File: config.mk
export PLATFORM = sky130hd
export DESIGN_NAME = nx_host_stream
export DESIGN_NICKNAME = d
export VERILOG_FILES = /design/src/rtl/nx_host_stream.sv
export SDC_FILE = /design/constraint.sdc
export NUM_CORES = 1
export LEC_CHECK = 0
export CORE_MARGIN = 1.5
export CORE_UTILIZATION = 56
export CTS_CLUSTER_SIZE = 30
export DETAILED_ROUTE_END_ITERATION = 6
export MAX_ROUTING_LAYER = met4
export PLACE_DENSITY = 0.85
export SETUP_SLACK_MARGIN = 0.1
export SLEW_MARGIN = 20
export SYNTH_ARGS = -nofsm -noshare
export SYNTH_HDL_FRONTEND = slang
export SYNTH_SLANG_ARGS = --single-unit
File: constraint.sdc
create_clock -name clk_i -period 9.75 [get_ports clk_i]
set_clock_uncertainty 0.2 [all_clocks]
set_input_delay 1.95 -clock clk_i [delete_from_list [all_inputs] [get_ports clk_i]]
set_output_delay 1.95 -clock clk_i [all_outputs]
set_load 0.005 [all_outputs]
File: src/rtl/nx_host_stream.sv
// Host-side bridge for the mesh: host-to-mesh skid buffer, mesh-to-host FIFO,
// message counters and a trigger sequencer that steps the mesh a requested number of cycles.
module nx_host_stream #(
    parameter int STREAM_WIDTH = 32,
    parameter int RX_DEPTH     = 4,
    parameter int COUNT_WIDTH  = 16
) (
    input  logic                    clk_i,
    input  logic                    rst_i,
    input  logic [STREAM_WIDTH-1:0] host_tx_data_i,
    input  logic                    host_tx_valid_i,
    output logic                    host_tx_ready_o,
    output logic [STREAM_WIDTH-1:0] mesh_ib_data_o,
    output logic                    mesh_ib_valid_o,
    input  logic                    mesh_ib_ready_i,
    input  logic [STREAM_WIDTH-1:0] mesh_ob_data_i,
    input  logic                    mesh_ob_valid_i,
    output logic                    mesh_ob_ready_o,
    output logic [STREAM_WIDTH-1:0] host_rx_data_o,
    output logic                    host_rx_valid_o,
    input  logic                    host_rx_ready_i,
    output logic                    mesh_trigger_o,
    input  logic                    mesh_idle_i,
    input  logic                    start_i,
    input  logic [COUNT_WIDTH-1:0]  cycles_i,
    output logic                    busy_o,
    output logic                    done_o,
    output logic [COUNT_WIDTH-1:0]  tx_count_o,
    output logic [COUNT_WIDTH-1:0]  rx_count_o
);

    localparam int AW = $clog2(RX_DEPTH);
    localparam logic [AW:0] RX_FULL_LEVEL = (AW+1)'(RX_DEPTH);

    typedef enum logic [2:0] {
        ST_IDLE,
        ST_WAIT_IDLE,
        ST_TRIGGER,
        ST_SETTLE,
        ST_DONE
    } state_t;

    // ------------------------------------------------------------------
    // TX skid buffer: output slot drives the mesh, skid slot catches the
    // word accepted while the output slot is stalled.
    // ------------------------------------------------------------------
    logic                    ib_valid_reg, ib_valid_next;
    logic [STREAM_WIDTH-1:0] ib_data_reg, ib_data_next;
    logic                    skid_valid_reg, skid_valid_next;
    logic [STREAM_WIDTH-1:0] skid_data_reg, skid_data_next;
    logic                    tx_accept;
    logic                    ib_fire;
    logic                    tx_empty;

    assign host_tx_ready_o = !skid_valid_reg;
    assign tx_accept       = host_tx_valid_i && host_tx_ready_o;
    assign ib_fire         = ib_valid_reg && mesh_ib_ready_i;
    assign tx_empty        = !ib_valid_reg && !skid_valid_reg;
    assign mesh_ib_valid_o = ib_valid_reg;
    assign mesh_ib_data_o  = ib_data_reg;

    always_comb begin
        ib_valid_next   = ib_valid_reg;
        ib_data_next    = ib_data_reg;
        skid_valid_next = skid_valid_reg;
        skid_data_next  = skid_data_reg;
        if (!ib_valid_reg || mesh_ib_ready_i) begin
            if (skid_valid_reg) begin
                ib_valid_next   = 1'b1;
                ib_data_next    = skid_data_reg;
                skid_valid_next = 1'b0;
            end else begin
                ib_valid_next = tx_accept;
                if (tx_accept) begin
                    ib_data_next = host_tx_data_i;
                end
            end
        end else if (tx_accept) begin
            skid_valid_next = 1'b1;
            skid_data_next  = host_tx_data_i;
        end
    end

    always_ff @(posedge clk_i or negedge rst_i) begin
        if (!rst_i) begin
            ib_valid_reg   <= 1'b0;
            ib_data_reg    <= '0;
            skid_valid_reg <= 1'b0;
            skid_data_reg  <= '0;
        end else begin
            ib_valid_reg   <= ib_valid_next;
            ib_data_reg    <= ib_data_next;
            skid_valid_reg <= skid_valid_next;
            skid_data_reg  <= skid_data_next;
        end
    end

    // ------------------------------------------------------------------
    // RX FIFO: pointers carry one extra bit so full and empty differ.
    // ------------------------------------------------------------------
    logic [STREAM_WIDTH-1:0] rx_mem [RX_DEPTH];
    logic [AW:0]             wr_ptr_reg, wr_ptr_next;
    logic [AW:0]             rd_ptr_reg, rd_ptr_next;
    logic [AW:0]             rx_level;
    logic                    rx_full;
    logic                    rx_empty;
    logic                    rx_push;
    logic                    rx_pop;

    assign rx_level        = wr_ptr_reg - rd_ptr_reg;
    assign rx_full         = (rx_level == RX_FULL_LEVEL);
    assign rx_empty        = (rx_level == '0);
    assign mesh_ob_ready_o = !rx_full;
    assign host_rx_valid_o = !rx_empty;
    assign rx_push         = mesh_ob_valid_i && !rx_full;
    assign rx_pop          = host_rx_ready_i && !rx_empty;
    assign wr_ptr_next     = rx_push ? wr_ptr_reg + (AW+1)'(1) : wr_ptr_reg;
    assign rd_ptr_next     = rx_pop  ? rd_ptr_reg + (AW+1)'(1) : rd_ptr_reg;
    // Head is masked while empty so stale entries never reach the host bus.
    assign host_rx_data_o  = rx_empty ? '0 : rx_mem[rd_ptr_reg[AW-1:0]];

    always_ff @(posedge clk_i) begin
        if (rx_push) begin
            rx_mem[wr_ptr_reg[AW-1:0]] <= mesh_ob_data_i;
        end
    end

    always_ff @(posedge clk_i or negedge rst_i) begin
        if (!rst_i) begin
            wr_ptr_reg <= '0;
            rd_ptr_reg <= '0;
        end else begin
            wr_ptr_reg <= wr_ptr_next;
            rd_ptr_reg <= rd_ptr_next;
        end
    end

    // ------------------------------------------------------------------
    // Message counters
    // ------------------------------------------------------------------
    logic [COUNT_WIDTH-1:0] tx_count_reg;
    logic [COUNT_WIDTH-1:0] rx_count_reg;

    assign tx_count_o = tx_count_reg;
    assign rx_count_o = rx_count_reg;

    always_ff @(posedge clk_i or negedge rst_i) begin
        if (!rst_i) begin
            tx_count_reg <= '0;
            rx_count_reg <= '0;
        end else begin
            if (ib_fire) begin
                tx_count_reg <= tx_count_reg + COUNT_WIDTH'(1);
            end
            if (rx_push) begin
                rx_count_reg <= rx_count_reg + COUNT_WIDTH'(1);
            end
        end
    end

    // ------------------------------------------------------------------
    // Trigger sequencer
    // ------------------------------------------------------------------
    state_t                 state_reg, state_next;
    logic [COUNT_WIDTH-1:0] remaining_reg, remaining_next;

    always_ff @(posedge clk_i or negedge rst_i) begin
        if (!rst_i) begin
            state_reg     <= ST_IDLE;
            remaining_reg <= '0;
        end else begin
            state_reg     <= state_next;
            remaining_reg <= remaining_next;
        end
    end

    always_comb begin
        state_next     = state_reg;
        remaining_next = remaining_reg;
        case (state_reg)
            ST_IDLE: begin
                if (start_i) begin
                    if (cycles_i != '0) begin
                        remaining_next = cycles_i;
                        state_next     = ST_WAIT_IDLE;
                    end else begin
                        state_next = ST_DONE;
                    end
                end
            end
            ST_WAIT_IDLE: begin
                // A trigger only fires once every queued host word has reached the mesh.
                if (remaining_reg == '0) begin
                    state_next = ST_DONE;
                end else if (mesh_idle_i && tx_empty) begin
                    state_next = ST_TRIGGER;
                end
            end
            ST_TRIGGER: begin
                remaining_next = remaining_reg - COUNT_WIDTH'(1);
                state_next     = ST_SETTLE;
            end
            ST_SETTLE: begin
                state_next = ST_WAIT_IDLE;
            end
            ST_DONE: begin
                state_next = ST_IDLE;
            end
            default: begin
                state_next = ST_IDLE;
            end
        endcase
    end

    assign mesh_trigger_o = (state_reg == ST_TRIGGER);
    assign done_o         = (state_reg == ST_DONE);
    assign busy_o         = (state_reg != ST_IDLE);

endmodule

==> impl_metrics.ini, run 1 <==
[sta]
hold_viol_final = 0
maxClockFrequency_mhz = 186
timing.final.crit_share_pct = 55.0
finalCriticalPeriod_ns = 5.36
grt_setup_unrepaired = no
slew-limit-headroom_pct = 36.1
holdWs_ns = 0.281
timing.setup.tns_ns = 0
drv_slew = 0
worstMarginPinSlew_ns = 0.958
setup_viol_count_final = 0

[grt]
number_of_antenna_violations_at_the_first_check_in_global_routing = 0
grt_util_all_layers_pct = 23.7
first_pass_grt_wire_length_mm = 35.2
grt-ovfl-total = 0
largest_net_degree_at_the_start_of_global_routing = 65
grt_pass1_vias = 6574

[power]
sw_frac_of_total_pct = 28.6
cellInternalPower_uw = 2670
power.density_cell_area_nw_per_um2 = 280
power.leakage_uw = 0.00502
p_sw_uw = 1070
clock_power_share_pct = 24.7
power.sequential.fraction_pct = 41.1
combPwrFrac_pct = 34.2
vdd.ir_drop.worst_v = 0.000184

[detailed_routing]
viasPerCell = 5.61
num_vias = 6449
remaining_drc_errors = 9
dr.pass1.iters = 7
route.detailed.wl_per_inst_um = 18.9
antenna_violating_nets_left = 0
drt-total-wl_mm = 21.7
dr.first_iter.drc_count = 401

[critical_path]
rrSetupSlack_ns = 6.64
path_depth = 7
largest_fanout_on_the_critical_path = 35
worst-path-buf-inv = 2
timing.critical_path.cells = inv_1, ha_1, nor2b_1, xnor2_1, nand2b_1, and2_1, clkdlybuf4s50_1
crit_family = simple AND/OR/NAND/NOR gates
worst-endpoint-required_ns = 7.60
cp_slowest_stage_delay_ns = 0.79
cp.arrival_ns = 3.21
cell_with_the_largest_stage_delay_on_the_worst_path = nand2b_1
rr_endpoint = rx_mem[3][22]
timing.rr.start = wr_ptr_reg[0]
setup.worst_path.class = flop to primary output
setup.worst_path.end_class = primary output
critical_path_source_type = flop
worst_r2r_path_depth = 6

[run_status]
violations_in_the_final_reports = DRC
run_status = finished with violations

[floorplanning]
row_count = 49
boundaryPins = 191
chipHeight_um = 139
effective_utilization_at_floorplan_pct = 57.7
core_um2 = 18100
floorplan.die_area_um2 = 19500
die_w_um = 139

[synthesis]
synth_area_um2 = 10400
synthesis.instances = 705
yosysUniqueCellTypes = 53
synth_top_area_share_pct = 36.9
ys.warnings.count = 0
synth_seq_cells = 251
top_area_cells_in_the_synthesized_netlist = edfxtp_1 (37%), dfrtp_1 (30%), mux4_2 (6.9%)
syn_nets = 803
syn-mean-instance-area_um2 = 14.8
synth_top_area_cell = edfxtp_1
synth-seq-area-share_pct = 66.4

[layout]
num-nets-final = 1000
largest_register_ffs = 128
syn2layout_area_growth_pct = 28.4
layout-drive-gt1-share_pct = 12.4
antenna_cells = 0
final_layout_fill_cell_count = 1188
finish.cell_count_without_fillers = 1150
finish.instance_area_um2 = 13400
postLayoutCoreUtil_pct = 74.0

[clock_tree]
cts_htree_levels = 1
worstSkewPairLatency_ns = 0.51
cts_resized = 0
clk_pin_slew_worst_paths_ns = 0.06
tritoncts_buffer_count = 25
cts_hold_repair.buffers = 0
cts_num_sinks = 251
post_cts_buffers = 0
cts_tree = built
clk_root_buffer_cell = clkbuf_16
clock_path_buffers = 3

[placed_design]
placed_cell_area_um2 = 12600
place_congestion = 0.884
number_of_cells_after_detailed_placement = 1104
place.port_buffers = 190
post-dp-hpwl_mm = 14.3

[min_path]
min_delay_worst_endpoint = tx_count_o[15]
timing.hold.worst.class = flop to flop
worst_hold_path.num_cells = 1
start_point_of_the_worst_hold_path = tx_count_o[15]

[flow_run]
drv_cap = 0
## power by group through the flow
| stage | logic, uW | registers, uW | clock network (uW) |
|---|---|---|---|
| 5_1_grt | 1400 | 1570 | 986 |
| 2_1_floorplan | 686 | 1520 | 0 |
| 6_report | 1280 | 1540 | 925 |
| 4_1_cts | 1300 | 1540 | 944 |
| 3_5_place_dp | 1290 | 1550 | 0 |
| 3_3_place_gp | 1260 | 1530 | 0 |
## stage by stage
| step | setup WS (ns) | power [uW] |
|---|---|---|
| finish | 4.39 | 3740 |
| global route | 4.09 | 3950 |
| CTS | 4.33 | 3780 |
| detailed placement | 4.87 | 2850 |
| global placement | 5.03 | 2790 |
| floorplan | 5.51 | 2200 |
## synthesized netlist by cell type (all sizes together)
cell,count
o32a,1
or3,3
nand2,21
o31a,1
a21boi,2
mux2,35
a2bb2oi,2
o22a,1
xor2,9
a31oi,1
and3,6
nor3b,1
dfrtp,123
a211oi,6
nor3,14
a21o,1
xnor2,27
nor2,59
nor2b,3
and4,3
nor4,8
clkbuf,14
a22oi,1
or2,2
mux4,32
inv,11
edfxtp,128
o21ai,10
mux2i,33
or4,2
a21oi,44
o22ai,3
o41ai,3
o221a,1
nand2b,3
nand3,14
o2bb2ai,2
nand4,8
buf,16
ha,10
and2,41
## how the worst max path moves through the flow
stage | from | endpoint
2_1_floorplan | rd_ptr_reg[1] | host_rx_data_o[22]
3_3_place_gp | wr_ptr_reg[0] | host_rx_data_o[29]
3_5_place_dp | wr_ptr_reg[0] | host_rx_data_o[3]
4_1_cts | wr_ptr_reg[0] | host_rx_data_o[3]
5_1_grt | wr_ptr_reg[0] | host_rx_data_o[3]
6_report | wr_ptr_reg[0] | host_rx_data_o[3]
## layout by cell type (no fill, tap or decap), types with 3 or more instances in the layout
cell and count:
a211oi_1 6, clkbuf_8 3, nand2_1 19, nor2_1 59
nand3_1 14, o22ai_1 3, and3_1 6, xnor2_1 27
a21oi_1 44, mux4_2 32, inv_1 10, and4_1 3
clkbuf_16 26, o21ai_1 3, nor3_1 13, clkdlybuf4s50_1 189
mux2i_1 33, nand4_1 8, dfrtp_1 121, nand2b_1 3
nor4_1 7, mux2_1 19, clkbuf_1 6, clkinv_2 5
o41ai_1 3, and2_1 41, xor2_1 9, edfxtp_1 128
o21ai_0 5, ha_1 10, mux2_2 16, buf_4 11
## cell type report
type	instances	area, um^2	share of cell area, %
well taps	229	287	2.14
clock buffers	36	722	5.39
inverters	11	43.8	0.327
multi-input cells	413	3350	25.1
clock inverters	10	82.6	0.617
repair buffers	200	1970	14.7
flip-flops and latches	251	6920	51.7
## metal layers
metal / vias up / routed length, um / GRT usage [%]
met4: 0 / 296 / 5.26
met2: 209 / 10400 / 37.0
met5: - / 0 / -
met3: 30 / 1920 / 7.26
li1: 3007 / - / -
met1: 3203 / 9100 / 30.8
## worst register-to-register path: stages, from the launching register on
cell and delay (ns):
dfrtp_1 0.40, inv_1 0.15, ha_1 0.25, and2_1 0.20
a21boi_1 0.75, and2_1 0.37, buf_4 0.43
## logic make-up after synthesis
logic type                 Yosys count  share of synthesized area (%)
buffers and inverters               41                           1.60
DFF                                251                           66.4
xor gates and xnor gates            36                           3.02
adders and majority gates           10                           1.20
and+or+nand+nor                    188                           9.37
AOI/OAI and AO/OA                   79                           4.59
muxes                              100                           13.9
Power figures use the tool's default switching activity.
==> run 2, diff against run 1 <==
CORE_UTILIZATION = 47   (was 56)
PLACE_DENSITY = 0.76   (was 0.85)
clock period = 4.7 ns   (was 9.75 ns; I/O delays follow)
==> run 2 against run 1 <==
Clock-buffer cell count increased by 3. Flip-flop and latch count stayed put. Global-route usage shrank 4.3 points. The run now ends clean. Highest routed layer unchanged.
==> impl_metrics.ini, run 2 (synthesized netlist as in run 1, its figures left out) <==
[floorplanning]
effective_utilization_at_floorplan_pct = 47.8
boundaryPins = 191
core_um2 = 21800
row_count = 54
chipHeight_um = 152
floorplan.die_area_um2 = 23100
die_w_um = 152

[detailed_routing]
antenna_violating_nets_left = 0
viasPerCell = 5.38
remaining_drc_errors = 0
num_vias = 6506
route.detailed.wl_per_inst_um = 17.7
dr.pass1.iters = 4
dr.first_iter.drc_count = 339
drt-total-wl_mm = 21.4

[layout]
final_layout_fill_cell_count = 1624
largest_register_ffs = 128
antenna_cells = 0
commonest_cells_after_routing_fill_and_taps_aside = clkdlybuf4s50_1 (189), edfxtp_1 (128), dfrtp_1 (121)
layout-drive-gt1-share_pct = 13.0
num-nets-final = 1006
syn2layout_area_growth_pct = 30.0
layout_commonest_cell = clkdlybuf4s50_1

[clock_tree]
tritoncts_buffer_count = 27
clk_pin_slew_worst_paths_ns = 0.06
cts_hold_repair.buffers = 0
worstSkewPairLatency_ns = 0.53
post_cts_buffers = 0
cts_htree_levels = 1
cts_tree = built
clock_path_buffers = 3
clk_root_buffer_cell = clkbuf_16
cts_num_sinks = 251

[critical_path]
cp_slowest_stage_delay_ns = 0.52
critical_path_source_type = flop
setup.worst_path.end_class = primary output
setup.worst_path.class = flop to primary output
cp.arrival_ns = 2.90
cell_with_the_largest_stage_delay_on_the_worst_path = nand2b_2
worst-endpoint-required_ns = 3.56
largest_fanout_on_the_critical_path = 34
worst-path-buf-inv = 2
timing.critical_path.cells = inv_1, ha_1, nor2b_1, xnor2_1, nand2b_2, and2_1, clkdlybuf4s50_1
crit_family = simple AND/OR/NAND/NOR gates

[placed_design]
preCtsSetupSlack_ns = 0.874
post-dp-hpwl_mm = 14.1
place_congestion = 0.863
place.port_buffers = 190

[power]
vdd.ir_drop.worst_v = 0.000369
power.leakage_uw = 0.00507
fin_total_pwr_uw = 7880
power.density_cell_area_nw_per_um2 = 581

[sta]
timing.final.crit_share_pct = 85.9
timing.setup.tns_ns = 0
setup_viol_count_final = 0
grt_setup_unrepaired = no
maxClockFrequency_mhz = 248
finalCriticalPeriod_ns = 4.04
worstMarginPinSlew_ns = 0.929
drv_slew = 0
hold_viol_final = 0
setup_slack_ns = 0.662
slew-limit-headroom_pct = 38.1

[grt]
number_of_antenna_violations_at_the_first_check_in_global_routing = 0
grt-ovfl-total = 0
grt_util_all_layers_pct = 19.4
grt_pass1_vias = 6684
first_pass_grt_wire_length_mm = 35.2
largest_net_degree_at_the_start_of_global_routing = 73

[run_status]
run_status = complete, no violations

[flow_run]
drv_cap = 0

[min_path]
timing.hold.worst.class = flop to flop
run 2: cell count changes in the layout (fill, tap and decap cells not counted), sizes merged:
cell	before	now
bufinv	1	2
clkbuf	36	39
buf	11	15
run 2: layer usage:
layer | vias to the layer above | routed length (um) | track usage (%)
li1 | 3023 | - | -
met1 | 3240 | 9090 | 24.9
met2 | 211 | 10200 | 30.3
met3 | 32 | 1670 | 5.76
met4 | 0 | 434 | 5.13
met5 | - | 0 | -
run 2: stage by stage:
stage	utilization, %	area (um^2)	cells	hold slack [ns]
6_report	62.1	13600	1209	0.268
3_3_place_gp	58.1	12700	1159	0.260
4_1_cts	62.1	13600	1209	0.274
3_5_place_dp	58.1	12700	1159	0.262
5_1_grt	62.1	13600	1209	0.295
2_1_floorplan	-	10400	705	0.241
run 2: worst paths after layout:
check	start	end	slack, ns	cells past startpoint
max in group asynchronous	rst_i	mesh_ib_data_o[15]	3.04	2
min in group asynchronous	rst_i	tx_count_o[11]	0.33	1
min	tx_count_o[15]	tx_count_o[15]	0.27	1
max reg2reg	wr_ptr_reg[0]	rd_ptr_reg[1]	2.16	8
min reg2reg	tx_count_o[15]	tx_count_o[15]	0.27	1
max	wr_ptr_reg[0]	host_rx_data_o[9]	0.66	7
run 2: what timing repair did:
action                     in CTS  in global routing
gates resized for setup         0                  1
setup endpoints to repair       0                 32
hold endpoints to repair        0                  0
run 2: layout make-up:
type | count | area (um^2) | share of cell area, %
Sequential cell | 251 | 6920 | 51.1
Clock inverter | 11 | 124 | 0.914
Clock buffer | 39 | 754 | 5.56
Tap cell | 280 | 350 | 2.58
Inverter | 11 | 43.8 | 0.323
Timing Repair Buffer | 204 | 2000 | 14.8
Multi-Input combinational cell | 413 | 3360 | 24.8
run 2: where the power goes:
| part | switching, uW | total [uW] | internal (uW) |
|---|---|---|---|
| combinational | 1110 | 2650 | 1550 |
| clock | 818 | 2050 | 1230 |
| sequential | 288 | 3180 | 2890 |
